==> src/rtl/exmem_pkg.sv <==
// exmem_pkg: ALU function codes and the buffered entry layout shared by the EX/MEM buffer.
package exmem_pkg;
    typedef logic [3:0] alu_funct_t;
    localparam alu_funct_t ALU_ADD   = 4'b0000;
    localparam alu_funct_t ALU_SUB   = 4'b0001;
    localparam alu_funct_t ALU_AND   = 4'b0010;
    localparam alu_funct_t ALU_OR    = 4'b0011;
    localparam alu_funct_t ALU_NOR   = 4'b0100;
    localparam alu_funct_t ALU_XOR   = 4'b0101;
    localparam alu_funct_t ALU_SRA   = 4'b0110;
    localparam alu_funct_t ALU_SRL   = 4'b0111;
    localparam alu_funct_t ALU_SLTU  = 4'b1000;
    localparam alu_funct_t ALU_SLT   = 4'b1001;
    localparam alu_funct_t ALU_PASSB = 4'b1111;

    typedef struct packed {
        logic [31:0] pc;
        logic [31:0] result;
        logic        wen;
        logic [4:0]  dst;
        logic        exc_ov;
    } exmem_entry_t;
endpackage

==> src/rtl/ov_check.sv <==
// ov_check: signed overflow of an add/sub judged from operand and result signs.
module ov_check
    import exmem_pkg::*;
(
    input  logic [3:0]  funct,
    input  logic [31:0] a,
    input  logic [31:0] b,
    input  logic [31:0] r,
    output logic        ov
);
    logic na, nb, nr;
    assign na = $signed(a) < 0;
    assign nb = $signed(b) < 0;
    assign nr = $signed(r) < 0;
    always_comb ov = (funct == ALU_ADD) ? (na == nb) && (nr != na) :
                     (funct == ALU_SUB) ? (na != nb) && (nr != na) : 1'b0;
endmodule

==> src/rtl/exmem_buffer.sv <==
// exmem_buffer: EX->MEM FIFO buffer with overflow trap and flush; EXMEM_FWD_EN adds a
// register-only forwarding lookup (fwd_rs -> fwd_hit/fwd_data).
module exmem_buffer
    import exmem_pkg::*;
#(
    parameter  int DEPTH = 2,
    localparam int PTR_W = $clog2(DEPTH)
) (
    input  logic        clk,
    input  logic        resetn,
    input  logic        flush,
    input  logic        in_valid,
    output logic        in_ready,
    input  logic [31:0] in_pc,
    input  logic [3:0]  in_funct,
    input  logic [31:0] in_a,
    input  logic [31:0] in_b,
    input  logic [31:0] in_result,
    input  logic        in_trap_ov,
    input  logic        in_wen,
    input  logic [4:0]  in_dst,
    output logic        out_valid,
    input  logic        out_ready,
    output logic [31:0] out_pc,
    output logic [31:0] out_result,
    output logic        out_wen,
    output logic [4:0]  out_dst,
    output logic        out_exc_ov
`ifdef EXMEM_FWD_EN
    ,
    input  logic [4:0]  fwd_rs,
    output logic        fwd_hit,
    output logic [31:0] fwd_data
`endif
);
    exmem_entry_t     mem [DEPTH];
    exmem_entry_t     entry, head;
    logic [PTR_W-1:0] rptr, wptr;
    logic [PTR_W:0]   count;
    logic             ov, exc, push, pop;

    ov_check u_ov (
        .funct (in_funct),
        .a     (in_a),
        .b     (in_b),
        .r     (in_result),
        .ov    (ov)
    );

    assign exc       = ov & in_trap_ov;
    assign in_ready  = count != (PTR_W+1)'(DEPTH);
    assign out_valid = count != '0;
    assign push      = in_valid & in_ready & ~flush;
    assign pop       = out_valid & out_ready;

    always_comb begin
        entry = '{pc: in_pc, result: in_result, wen: in_wen & ~exc, dst: in_dst, exc_ov: exc};
        head  = out_valid ? mem[rptr] : '0;
    end

    assign out_pc     = head.pc;
    assign out_result = head.result;
    assign out_wen    = head.wen;
    assign out_dst    = head.dst;
    assign out_exc_ov = head.exc_ov;

    always_ff @(posedge clk or negedge resetn) begin
        if (!resetn) begin
            count <= '0;
            rptr  <= '0;
            wptr  <= '0;
            for (int i = 0; i < DEPTH; i++) mem[i] <= '0;
        end else if (flush) begin
            count <= '0;
            rptr  <= '0;
            wptr  <= '0;
        end else begin
            if (push) begin
                mem[wptr] <= entry;
                wptr      <= wptr + PTR_W'(1);
            end
            if (pop) rptr <= rptr + PTR_W'(1);
            count <= count + (PTR_W+1)'(push) - (PTR_W+1)'(pop);
        end
    end

`ifdef EXMEM_FWD_EN
    // Scan oldest to youngest so the youngest matching entry wins.
    always_comb begin
        fwd_hit  = 1'b0;
        fwd_data = '0;
        for (int i = 0; i < DEPTH; i++) begin
            if ((PTR_W+1)'(i) < count && mem[rptr + PTR_W'(i)].wen &&
                mem[rptr + PTR_W'(i)].dst == fwd_rs && fwd_rs != '0) begin
                fwd_hit  = 1'b1;
                fwd_data = mem[rptr + PTR_W'(i)].result;
            end
        end
    end
`endif
endmodule
==> config.mk <==
export PLATFORM = sky130hd
export DESIGN_NAME = exmem_buffer
export DESIGN_NICKNAME = d
export VERILOG_FILES = /design/src/rtl/exmem_pkg.sv /design/src/rtl/ov_check.sv /design/src/rtl/exmem_buffer.sv
export SDC_FILE = /design/constraint.sdc
export NUM_CORES = 1
export LEC_CHECK = 0
export CORE_MARGIN = 1
export CORE_UTILIZATION = 40
export CTS_BUF_LIST = sky130_fd_sc_hd__clkbuf_8
export DETAILED_ROUTE_END_ITERATION = 8
export PLACE_DENSITY = 0.85
export RECOVER_POWER = 50
export SKIP_CTS_REPAIR_TIMING = 1
export SLEW_MARGIN = 20
export SYNTH_ARGS = -nofsm -noshare
export SYNTH_HDL_FRONTEND = slang
export SYNTH_SLANG_ARGS = --single-unit
export TNS_END_PERCENT = 20
==> constraint.sdc <==
create_clock -name clk -period 1.8 [get_ports clk]
set_clock_uncertainty 0.05 [all_clocks]
set_input_delay 0.27 -clock clk [delete_from_list [all_inputs] [get_ports clk]]
set_output_delay 0.27 -clock clk [all_outputs]
set_load 0.01 [all_outputs]
==> impl_metrics.toml <==
[setup_path]
end_kind = "output port"
critPathKind = "register to output port"
worstPathMaxFanout = 5
required_ns = 1.48
crit-reg2reg-launch = "count[1]"
r2r_end = "count[1]"
cp-start-kind = "register"
cp.arrival_ns = 1.81
r2r_cells = 8
reg2reg_slack_ns = -0.20

[grt]
antenna_found_initial = 0
overflow = 0
grt_max_degree = 58
grtUsageTotal_pct = 18.3
grt_pass1_vias = 4621
grt_pass1_wl_mm = 23.4

[final_layout]
n_antenna_cell = 0
fillers = 1356
fin_nets = 840
drive_above_1_share_pct = 43.0
syn2layout_area_growth_pct = 39.8
utilization_pct = 57.9
final_cell_area_um2 = 9260

[place]
dpl_cell_area_um2 = 8660
place_worst_setup_slack_ns = -0.481
hpwl_mm = 10.3
port_buffers = 154
routabilityCongestion = 0.708

[route]
viasPerCell = 5.04
first_iter_violations = 173
wl_per_cell_um = 18.6
vias = 4656
drt-total-wl_mm = 17.2
post-route-drc-count = 0
dr.pass1.iters = 4
detail-route-antenna-nets = 0

[synth]
ys_top_cells_by_area = "dfrtp_1 (55%), mux2_2 (22%), mux2i_1 (11%), nor2_1 (4.2%), mux2_1 (1.7%)"
synth.most_common_cell = "dfrtp_1"
synth_top_area_share_pct = 55.2
yosys_register_bits = 146
syn_inst = 489
synth-edff-count = 0
synth.avg_cell_area_um2 = 13.5
yosys.area.top_type = "dfrtp_1"
syn_nets = 635
syn_area_um2 = 6620
ys_seq_area_share_pct = 55.2
yosysUniqueCellTypes = 24
ys.flop_type = "dfrtp_1"
synthTopCellsByCount = "dfrtp_1 (146), mux2_2 (130), nor2_1 (74), mux2i_1 (73), buf_2 (14)"
yosysWarnings = 0
synthArstFlopShare_pct = 100

[floorplan]
fp.dieArea_um2 = 17100
coreArea_um2 = 16000
rows = 46
fp.dieH_um = 131
fp.dieW_um = 131
pin_count = 217
initial_core_util_pct = 41.4

[timing]
fmax_ghz = 0.470
slew_headroom_pct = 40.8
grt_setup_unrepaired = "true"
fin_crit_sh_pct = 118
finalMaxSlewViolations = 0
setup_viol_count_final = 79
worst_pin_slew_ns = 0.888
layout_min_cycle_time_ns = 2.13
timing.final.hold_violations = 0
setup-tns-final_ns = -16.63
worst_slack_ns = -0.328

[clock_network]
cts.path.max_buffers = 2
cts-buffers-inserted = 17
htree_levels = 4
clk_pin_slew_ns = 0.10
clockRootBuffer = "clkbuf_8"
clock_latency_ns = 0.47
cts.sinks = 146
cts_tree = "yes"

[hold_path]
hold_path_class = "input pin to register"
hold_path.startpoint = "in_wen"
hold_end = "mem[6]"
min_path_cells = 3

[run]
cap_violations = 0

[status]
status = "finished, violations left"
violations = "negative setup slack"

[power]
leakage_uw = 0.00424
pwr_density_cell_nw_per_um2 = 1740
design_power_total_uw = 16100
ir_drop_v = 0.000932
layout make-up:
type,count,area [µm²],area share (%)
inverter,7,28.8,0.311
timing repair buffer,215,2000,21.5
tap,216,270,2.92
clock inverter,15,195,2.11
multi-input combinational,307,2880,31.1
sequential,146,3660,39.5
clock buffer,17,234,2.53
placed cells by master, fill, tap and decap left out, types with 7 or more instances in the layout:
cell and n:
buf_12 10, buf_2 33, buf_4 28, buf_6 13, clkbuf_2 36, clkbuf_8 17, clkdlybuf4s50_1 80, dfrtp_1 145
inv_6 8, mux2_1 10, mux2_2 110, mux2_4 20, mux2i_1 66, mux2i_2 7, nor2_1 73
routing by layer:
metal  vias up  part of all wire, %  GRT usage [%]
met5         -                    0              0
li1       2107                    -              -
met1      2394                   42           21.6
met3        29                  5.6           5.66
met4         0                  1.6           6.09
met2       126                   51           31.7
state kept, by name, indices dropped and copies added (netlist names):
signal	cells
mem	142
rptr	1
count	2
wptr	1
worst max-delay path, stage by stage (launching register included):
cell and delay (ns):
dfrtp_4 0.54, buf_6 0.14, buf_6 0.12, clkbuf_16 0.16, mux2i_2 0.15, nor2_1 0.10
buf_2 0.13
stage by stage:
step	hold slack [ns]	instances
3_3_place_gp	0.134	861
2_1_floorplan	-0.0756	489
6_report	0.370	923
4_1_cts	-0.377	893
3_5_place_dp	0.138	861
5_1_grt	0.355	923
power breakdown:
| group | switching (µW) | leakage, µW | internal [µW] |
|---|---|---|---|
| clock network | 1390 | 0.000211 | 1420 |
| logic | 3350 | 0.00229 | 4160 |
| registers | 890 | 0.00174 | 4860 |
| total | 5630 | 0.00424 | 10400 |
cells by family after synthesis:
group | share of synthesized area [%]
and+or+nand+nor | 5.44
xor gates and xnor gates | 0.756
muxes | 34.8
adders and majority gates | 0.378
buffers and inverters | 3.10
DFF | 55.2
AOI/OAI and AO/OA | 0.340
worst max-delay path by stage:
stage          startpoint              to  cells past startpoint
2_1_floorplan    count[1]        count[1]                      8
3_3_place_gp     in_valid        count[1]                      9
3_5_place_dp     in_valid        count[1]                      9
4_1_cts              rptr      out_pc[30]                      4
5_1_grt              rptr  out_result[30]                      6
6_report             rptr  out_result[30]                      6
No activity file was read; power rests on OpenSTA's default activity.
